--- src/rtl/accumulator_param.sv ---
// Framed valid/ready accumulator: sums MAX_CNT samples (or fewer on flush)
// with selectable signedness, runtime wrap/saturate and sticky overflow flags.
module accumulator_param #(
    parameter int WIDTH   = 8,
    parameter int ACC_W   = 16,
    parameter int MAX_CNT = 16,
    parameter int SIGNED  = 1,
    localparam int CW     = $clog2(MAX_CNT + 1)
) (
    input  logic             i_clk,
    input  logic             ni_rst,
    input  logic             i_clr,
    input  logic             i_sat_en,
    input  logic             i_valid,
    input  logic [WIDTH-1:0] i_a,
    output logic             o_ready,
    input  logic             i_flush,
    output logic             o_valid,
    input  logic             i_ready,
    output logic [ACC_W-1:0] o_sum,
    output logic [CW-1:0]    o_cnt,
    output logic             o_ovf,
    output logic             o_carry
);

    typedef enum logic [1:0] {S_IDLE, S_ACC, S_DONE} state_t;

    localparam logic [ACC_W-1:0] SMIN = ACC_W'(1) << (ACC_W - 1);
    localparam logic [ACC_W-1:0] SMAX = ~SMIN;

    state_t           state_q;
    logic [ACC_W-1:0] acc_q;
    logic [CW-1:0]    cnt_q;
    logic             ovf_q;
    logic             carry_q;

    logic [ACC_W-1:0] base;
    logic [ACC_W-1:0] ext;
    logic [ACC_W:0]   sum_full;
    logic             ovf_add;
    logic             carry_add;
    logic [ACC_W-1:0] acc_d;
    logic [CW-1:0]    cnt_d;
    logic             accept;
    logic             last;

    assign accept = i_valid && (state_q != S_DONE);
    assign last   = (cnt_q == CW'(MAX_CNT - 1));
    assign cnt_d  = cnt_q + CW'(1);

    // IDLE always adds to zero, so the first sample of a frame cannot overflow.
    always_comb begin
        base = (state_q == S_ACC) ? acc_q : '0;
        if (SIGNED != 0) ext = ACC_W'($signed(i_a));
        else             ext = ACC_W'(i_a);
        sum_full = {1'b0, base} + {1'b0, ext};
        if (SIGNED != 0) begin
            ovf_add   = (base[ACC_W-1] == ext[ACC_W-1]) &&
                        (sum_full[ACC_W-1] != base[ACC_W-1]);
            carry_add = 1'b0;
        end else begin
            ovf_add   = sum_full[ACC_W];
            carry_add = sum_full[ACC_W];
        end
        acc_d = sum_full[ACC_W-1:0];
        if (ovf_add && i_sat_en) begin
            if (SIGNED != 0) acc_d = base[ACC_W-1] ? SMIN : SMAX;
            else             acc_d = '1;
        end
    end

    always_ff @(posedge i_clk or negedge ni_rst) begin
        if (!ni_rst) begin
            state_q <= S_IDLE;
            acc_q   <= '0;
            cnt_q   <= '0;
            ovf_q   <= 1'b0;
            carry_q <= 1'b0;
        end else if (i_clr) begin
            state_q <= S_IDLE;
            acc_q   <= '0;
            cnt_q   <= '0;
            ovf_q   <= 1'b0;
            carry_q <= 1'b0;
        end else begin
            case (state_q)
                S_IDLE: begin
                    if (accept) begin
                        acc_q   <= acc_d;
                        cnt_q   <= CW'(1);
                        ovf_q   <= ovf_add;
                        carry_q <= carry_add;
                        state_q <= (MAX_CNT == 1) ? S_DONE : S_ACC;
                    end
                end
                S_ACC: begin
                    if (accept) begin
                        acc_q   <= acc_d;
                        cnt_q   <= cnt_d;
                        ovf_q   <= ovf_q | ovf_add;
                        carry_q <= carry_q | carry_add;
                    end
                    if ((accept && last) || i_flush) state_q <= S_DONE;
                end
                S_DONE: begin
                    if (i_ready) begin
                        state_q <= S_IDLE;
                        acc_q   <= '0;
                        cnt_q   <= '0;
                        ovf_q   <= 1'b0;
                        carry_q <= 1'b0;
                    end
                end
                default: state_q <= S_IDLE;
            endcase
        end
    end

    assign o_ready = (state_q != S_DONE);
    assign o_valid = (state_q == S_DONE);
    assign o_sum   = acc_q;
    assign o_cnt   = cnt_q;
    assign o_ovf   = ovf_q;
    assign o_carry = carry_q;

endmodule

--- config.mk ---
export PLATFORM = sky130hd
export DESIGN_NAME = accumulator_param
export DESIGN_NICKNAME = d
export VERILOG_FILES = /design/src/rtl/accumulator_param.sv
export SDC_FILE = /design/constraint.sdc
export NUM_CORES = 1
export LEC_CHECK = 0
export ABC_AREA = 1
export CAP_MARGIN = 20
export CORE_UTILIZATION = 50
export DETAILED_ROUTE_END_ITERATION = 7
export PLACE_DENSITY_LB_ADDON = 0.08
export SYNTH_ARGS = -nofsm -noshare
export SYNTH_HDL_FRONTEND = slang
export SYNTH_SLANG_ARGS = --single-unit
export TNS_END_PERCENT = 5
--- constraint.sdc ---
create_clock -name i_clk -period 3.3 [get_ports i_clk]
set_clock_uncertainty 0.05 [all_clocks]
set_input_delay 0.66 -clock i_clk [delete_from_list [all_inputs] [get_ports i_clk]]
set_output_delay 0.66 -clock i_clk [all_outputs]
set_load 0.01 [all_outputs]
---- After elaboration in Yosys (flattened, before gate mapping) ----
Cells that the tools add are included.
word-level totals
  logic and storage cells ................. 58
  input port bits ......................... 15
  flip-flop bits (word level) ............. 25
cells by class
  mux-type cells .......................... 25
  reduce and logical (&&, ||, !) cells .... 14
  $add $sub $neg .......................... 2
  equal/unequal tests ..................... 11
  bitwise operators ....................... 1
operators by type and width
  cell                                                             number
  16-bit two-way mux                                               6
  16-bit case mux with 2 select lines                              1
  5-bit two-way mux                                                4
  16-bit adder                                                     1
  5-bit case mux with 3 select lines                               1
  3-bit AND reduction                                              3
  2-bit two-way mux                                                4
  1-bit two-way mux                                                6
  3-bit by 2-bit != test with 1-bit output, second input constant  2
  3-bit != test, second input constant                             2
  2-bit case mux with 3 select lines                               1
  3-bit nonzero test                                               2
  5-bit by 1-bit adder with 5-bit output, second input constant    1
  5-bit by 4-bit == test with 1-bit output, second input constant  1
  1-bit logical AND                                                4
  4-bit AND reduction                                              1
  4-bit nonzero test                                               1
  3-bit by 1-bit != test with 1-bit output, second input constant  1
  1-bit case mux with 3 select lines                               1
  2-bit by 1-bit == test with 1-bit output, second input constant  1
  2-bit == test, second input constant                             1
  2-bit zero test                                                  1
  2-bit != test, second input constant                             1
  1-bit case mux with 2 select lines                               1
  5 further kinds                                                  5

---- Logic depth before layout (Yosys ltp) ----
Gate-level depths: netlist of run 1.
  depth after elaboration ................. 10
  mapped depth ............................ 20

---- Worst setup path before layout of run 1 ----
OpenSTA, ideal clock, no wires.
  path kind ............................... reg2reg
  start point ............................. register state_q[1]
  end point ............................... register acc_q[2], in the netlist o_sum[2]
  setup time .............................. 0.116 ns
  path slack .............................. 0.694 ns
  period minus slack after synthesis ...... 2.606 ns
  data arrival time ....................... 2.439 ns
  stages on the path, launching flop included .. 21
  path buffers ............................ 3
  data required time ...................... 3.134 ns
  path through ............................ dfrtp_1 -> inv_1 -> ha_1 -> buf_6 -> clkbuf_1 -> nand2_1 -> inv_1 -> ha_1 -> nand2_1 -> nand2_1 -> nand2_1 -> nand2_1 -> a21oi_1 -> nand2_2 -> nand2_2 -> nand2_2 -> nand3_4 -> buf_6 -> nand2_1 -> nand2_1 -> nand2_1
between the ends
  word-level cells in the longest chain between the ends .. 10
  elaborated cells on any way between the ends .. 21
  those cells by class .................... 1 x add/sub; 7 x eq/ne; 6 x mux; 7 x reduce/logical
ends and longest elaborated chain
  item                                      RTL line  text
  from (decl)                               31        state_t state_q;
  from (signal assigned)                    93        state_q <= (MAX_CNT == 1) ? S_DONE : S_ACC;
  2-bit by 1-bit == test with 1-bit output  53, 86
  16-bit two-way mux                        53        base = (state_q == S_ACC) ? acc_q : '0;
  16-bit adder                              56        sum_full = {1'b0, base} + {1'b0, ext};
  1-bit != test                             59        (sum_full[ACC_W-1] != base[ACC_W-1]);
  1-bit logical AND                         58        ovf_add = (base[ACC_W-1] == ext[ACC_W-1]) &&
  1-bit logical AND                         66        if (ovf_add && i_sat_en) begin
  16-bit two-way mux                        66
  16-bit two-way mux                        88, 97
  16-bit case mux with 2 select lines       86        case (state_q)
  16-bit two-way mux                        79        end else if (i_clr) begin
  to (signal assigned)                      81        acc_q <= '0;
  to (signal assigned)                      89        acc_q <= acc_d;
  to (signal assigned)                      98        acc_q <= acc_d;
  to (decl)                                 32        logic [ACC_W-1:0] acc_q;
Parallel ways exist; a longest one is shown, timed or not. The select of a mux whose other input is x is not followed.
A chain may end at the register's enable or synchronous reset.

---- Worst setup path after layout of run 1 ----
  start point ............................. input port i_a[7]
  end point ............................... register acc_q[7], in the netlist o_sum[7]
between the ends
  word-level cells in the longest chain between the ends .. 8
  elaborated cells on any way between the ends .. 9
  those cells by class .................... 1 x add/sub; 2 x eq/ne; 4 x mux; 2 x reduce/logical
ends and longest elaborated chain
  item                                   RTL line  text
  from (decl)                            15        input logic [WIDTH-1:0] i_a,
  16-bit adder                           56
  1-bit != test                          59
  1-bit logical AND                      58
  1-bit logical AND                      66
  16-bit two-way mux *                   66
  16-bit two-way mux *                   88, 97
  16-bit case mux with 2 select lines *  86
  16-bit two-way mux *                   79
Every way passes the cells marked *; elsewhere a longest branch is shown, timed or not. The select of a mux whose other input is x is not followed.

==> results.py, run 1 <==
metrics = {
    "critical_path": {
        "cp.arrival_ns": 2.95,
        "critPathRequiredTime_ns": 3.41,
        "cp-end-kind": "flop",
        "cp_max_fo": 15,
        "worst-setup-path-type": "in2reg",
        "cp-start-kind": "input pin",
    },
    "synthesis": {
        "synth_largest_area_cell": "dfrtp_1",
        "ys_seq_area_share_pct": 27.01,
        "synthCells": 338,
        "ys_ff_latch": 24,
        "synth_cell_types": 29,
        "netlist_top_cells_area": "dfrtp_1 27%, nand2_1 23%, ha_1 12%",
        "synth_area_mm2": 0.002223,
        "ys.flop_type": "dfrtp_1",
        "syn_avg_cell_area_um2": 6.578,
        "synth_top_area_share_pct": 27.01,
        "syn_nets": 375,
        "synth_edf_count": 0,
        "synthArstFlopShare_pct": 100.0,
        "ys_warn_count": 0,
    },
    "routing": {
        "wl_per_cell_um": 12.13,
        "drcViolationCount": 0,
        "viasPerCell": 5.124,
        "wirelength_um": 5169,
        "drtAntennaViolNets": 0,
        "dr.pass1.iters": 4,
        "vias": 2183,
        "first_iter_violations": 90,
    },
    "placement": {
        "globalplace.congestion": 0.9187,
        "portBuffers": 38,
        "post_dp_cell_area_mm2": 0.002636,
        "dp_hpwl_um": 4064,
        "dp.cells": 422,
    },
    "power_and_ir_drop": {
        "ir_drop_mv": 0.3925,
        "leakage_nw": 1.560,
        "powerDensity_mw_per_mm2": 607.9,
        "finalPower_w": 0.001646,
    },
    "grt": {
        "antenna_found_initial": 0,
        "grt_use_total_pct": 24.67,
        "grt_pass1_vias": 2037,
        "grt_max_degree": 27,
        "grt_overflow": 0,
        "grt_pass1_wl_um": 8804,
    },
    "timing": {
        "setup_tns_ns": 0,
        "slew_viol_final": 0,
        "hold_viol_final": 0,
        "fin_crit_ns": 2.840,
        "rsz0062_at_grt": "no",
        "timing.final.crit_share_pct": 86.06,
        "fmax_ghz": 0.3521,
        "setup_violations": 0,
    },
    "clock_network": {
        "cts_buffers": 3,
        "cts_tree": "yes",
        "clk_pin_slew_ns": 0.09,
        "clock_latency_ns": 0.28,
        "root_buffer": "clkbuf_8",
        "clockBufferDepth": 2,
        "cts_hold_buf": 0,
        "ctsHtreeMaxLevel": 1,
        "cts_resized": 0,
        "post_cts_buffers": 0,
        "clock_sinks": 24,
    },
    "final_layout": {
        "num-fill-cells": 400,
        "area_growth_pct": 21.78,
        "antenna_cells": 0,
        "num-nets-final": 414,
        "register_area_um2": 600.6,
        "drive_gt1_share_pct": 5.585,
        "stdcell_count": 426,
        "multi_input_area_mm2": 0.001383,
        "layout_common_cells": "135 x nand2_1, 48 x inv_1, 38 x clkdlybuf4s50_1",
        "final_cell_area_mm2": 0.002708,
        "layout_commonest_cell": "nand2_1",
    },
    "floorplan": {
        "die_h_um": 68.69,
        "die_x_um": 68.69,
        "initial_core_util_pct": 53.65,
        "row_count": 23,
        "core_region_area_mm2": 0.004144,
        "io_pins": 40,
        "dieArea_mm2": 0.004718,
    },
    "outcome": {
        "status": "finished clean",
    },
    "run": {
        "cap_violations": 0,
    },
    "hold_path": {
        "hold_class": "reg2reg",
    },
}
## layer usage
layer / share of wire (%) / up-vias / GRT usage [%]
li1: - / 1126 / -
met1: 48 / 1000 / 33.98
met2: 47 / 51 / 41.42
met3: 4.1 / 6 / 3.125
met4: 0.91 / 0 / 4.427
met5: 0 / - / 0
## cells by family after synthesis
family	count (synthesis)	synth area share, %
simple gates	192	36.97
other cells	1	0.1687
xor+xnor	12	4.727
flops	24	27.01
compound gates	30	7.597
fa+ha+maj	22	12.72
buf+inv	57	10.80
## worst max-delay path, stage by stage
cell and delay [ns]:
clkdlybuf4s50_1 0.62, ha_1 0.48, nand2_1 0.09, nand2_1 0.08, nand2_1 0.06, nand2_1 0.06
a21oi_1 0.26, nand2_2 0.13, nand2_2 0.08, nand2_2 0.07, nand3_4 0.15, nand2_1 0.08
nand2_1 0.08, nand2_1 0.05
## area by class of cell
type,instances,share of cell area [%]
Tap cell,50,2.311
Sequential cell,24,22.18
Clock inverter,1,1.109
Clock buffer,3,1.525
Timing Repair Buffer,41,14.88
Inverter,50,6.932
Multi-Input combinational cell,257,51.06
## state kept, by name (all words and copies together), names as in the netlist
name,count
o_sum,16
o_cnt,5
state_q,2
o_ovf,1
## worst paths after layout
kind	from	endpoint	slack, ns	depth (start not counted)
worst max register to register	state_q[1]	o_sum[7]	0.60	18
worst max-delay path	i_a[7]	o_sum[7]	0.46	14
min in group asynchronous	ni_rst	o_sum[9]	0.69	2
worst min-delay path	o_sum[14]	o_sum[14]	0.47	2
worst min register to register	o_sum[14]	o_sum[14]	0.47	2
max in group asynchronous	ni_rst	o_sum[7]	2.26	2
## cell usage after synthesis (5+ instances only)
library cell  instances
nand2_1             135
inv_1                48
dfrtp_1              24
ha_1                 21
nand3_1              19
nor2_1               16
a21oi_1              15
nand2_2               7
o21ai_0               7
xnor2_1               7
nand3b_1              5
xor2_1                5
## power breakdown
part / total (W) / switching [W] / internal (W)
registers: 0.000453 / 0.0000720 / 0.000381
logic: 0.000935 / 0.000547 / 0.000388
clock network: 0.000258 / 0.0000956 / 0.000162
total: 0.00165 / 0.000715 / 0.000931
## through the flow
step / setup WS (ns) / utilization, % / hold slack [ns]
floorplan: 0.6941 / - / 0.3144
global placement: 0.2852 / 63.62 / 0.4413
detailed placement: 0.1888 / 63.62 / 0.4467
CTS: 0.4673 / 65.34 / 0.4705
global route: 0.2480 / 65.34 / 0.4854
finish: 0.4601 / 65.34 / 0.4679
No activity file was read; power rests on OpenSTA's default activity.
==> inputs of run 2 (changes only) <==
CORE_UTILIZATION = 53   (was 50)
==> results.py, run 2 (synthesis results as in run 1) <==
metrics = {
    "outcome": {
        "status": "finished clean",
    },
    "power_and_ir_drop": {
        "powerDensity_mw_per_mm2": 584.2,
        "p_int_w": 0.0008518,
        "leakage_nw": 1.546,
        "ir_drop_mv": 0.3670,
        "finalPower_w": 0.001564,
        "power_frac_comb_pct": 60.1,
        "sequentialPowerShare_pct": 28.9,
        "p_switching_w": 0.0007124,
        "p_clk_share_pct": 10.9,
        "p_sw_share_pct": 45.55,
    },
    "timing": {
        "fin_crit_ns": 2.837,
        "setup_tns_ns": 0,
        "slew_viol_final": 0,
        "whs_ns": 0.4609,
        "timing.final.crit_share_pct": 85.97,
        "fmax_ghz": 0.3525,
        "rsz0062_at_grt": "no",
        "setup_violations": 0,
        "hold_viol_final": 0,
    },
    "final_layout": {
        "largest_register_ffs": 16,
        "num-nets-final": 414,
        "antenna_cells": 0,
        "num-fill-cells": 399,
        "layout_common_cells": "135 x nand2_1, 48 x inv_1, 38 x clkdlybuf4s50_1",
        "multi_input_area_mm2": 0.001383,
        "register_area_um2": 600.6,
        "drive_gt1_share_pct": 5.333,
        "area_growth_pct": 20.43,
        "layout_commonest_cell": "nand2_1",
    },
    "placement": {
        "globalplace.congestion": 0.9212,
        "portBuffers": 38,
        "dp_hpwl_um": 4095,
    },
    "critical_path": {
        "critPathRequiredTime_ns": 3.41,
        "cp.arrival_ns": 2.95,
        "cp-end-kind": "flop",
        "cp_max_fo": 15,
        "worst-setup-path-type": "in2reg",
        "cp-start-kind": "input pin",
    },
    "routing": {
        "wl_per_cell_um": 12.38,
        "drtAntennaViolNets": 0,
        "first_iter_violations": 117,
        "viasPerCell": 5.056,
        "drcViolationCount": 0,
        "dr.pass1.iters": 4,
        "wirelength_um": 5263,
        "vias": 2149,
    },
    "grt": {
        "grt_pass1_wl_um": 8907,
        "grt_pass1_vias": 2095,
        "grt_max_degree": 27,
        "antenna_found_initial": 0,
        "grt_overflow": 0,
        "grt_use_total_pct": 26.38,
    },
    "clock_network": {
        "clk_pin_slew_ns": 0.08,
        "cts_resized": 0,
        "ctsHtreeMaxLevel": 1,
        "cts_tree": "yes",
        "cts_buffers": 3,
        "post_cts_buffers": 0,
        "root_buffer": "clkbuf_8",
        "cts_hold_buf": 0,
        "clock_latency_ns": 0.27,
        "clockBufferDepth": 2,
        "clock_sinks": 24,
    },
    "hold_path": {
        "hold_class": "reg2reg",
    },
    "floorplan": {
        "row_count": 23,
        "dieArea_mm2": 0.004458,
        "io_pins": 40,
        "die_x_um": 66.77,
        "die_h_um": 66.77,
        "initial_core_util_pct": 55.58,
        "core_region_area_mm2": 0.004000,
    },
    "run": {
        "cap_violations": 0,
    },
}
run 2: through the flow:
stage	area [um2]	util (%)	cells	setup WS (ns)
6_report	2678	66.94	425	0.4631
5_1_grt	2678	66.94	425	0.2453
4_1_cts	2678	66.94	425	0.4596
3_5_place_dp	2636	65.91	422	0.1834
3_3_place_gp	2636	65.91	422	0.2719
2_1_floorplan	2223	-	338	0.6941
run 2: final timing paths:
| check | start | end | slack [ns] | depth (start not counted) |
|---|---|---|---|---|
| max | i_a[7] | o_sum[4] | 0.46 | 14 |
| min | o_sum[14] | o_sum[14] | 0.46 | 2 |
| max reg2reg | state_q[1] | o_sum[4] | 0.63 | 16 |
| min reg2reg | o_sum[14] | o_sum[14] | 0.46 | 2 |
| max in group asynchronous | ni_rst | state_q[1] | 2.24 | 2 |
| min in group asynchronous | ni_rst | o_sum[9] | 0.71 | 2 |
run 2: per-layer routing:
| metal | wire length (um) | up-vias | GRT usage [%] | part of all wire [%] |
|---|---|---|---|---|
| met5 | 0 | - | 0 | 0 |
| met4 | 51 | 0 | 5.319 | 0.97 |
| met2 | 2523 | 41 | 45.58 | 48 |
| met1 | 2521 | 976 | 34.99 | 48 |
| met3 | 166 | 6 | 3.253 | 3.2 |
| li1 | - | 1126 | - | - |
run 2: layout make-up:
class	instances	share of cell area [%]
repair buffers	41	15.05
well taps	50	2.336
clock buffers	3	1.542
inverters	50	7.009
multi-input cells	257	51.64
flip-flops and latches	24	22.43
run 2: power groups by stage:
stage                     clock network [W]  logic [W]  registers [W]
after floorplan                           0   0.000584       0.000478
after global placement                    0   0.000920       0.000457
after detailed placement                  0   0.000937       0.000459
after CTS                          0.000174   0.000945       0.000454
after global routing               0.000183    0.00106       0.000466
final                              0.000171   0.000940       0.000453
run 2: worst max-delay path, cell delays in order:
cell and delay, ns:
clkdlybuf4s50_1 0.62, ha_1 0.48, nand2_1 0.12, nand2_1 0.06, nand2_1 0.05, nand2_1 0.06, a21oi_1 0.25, nand2_2 0.13
nand2_2 0.08, nand2_2 0.07, nand3_4 0.16, nand2_1 0.08, nand2_1 0.07, nand2_1 0.05
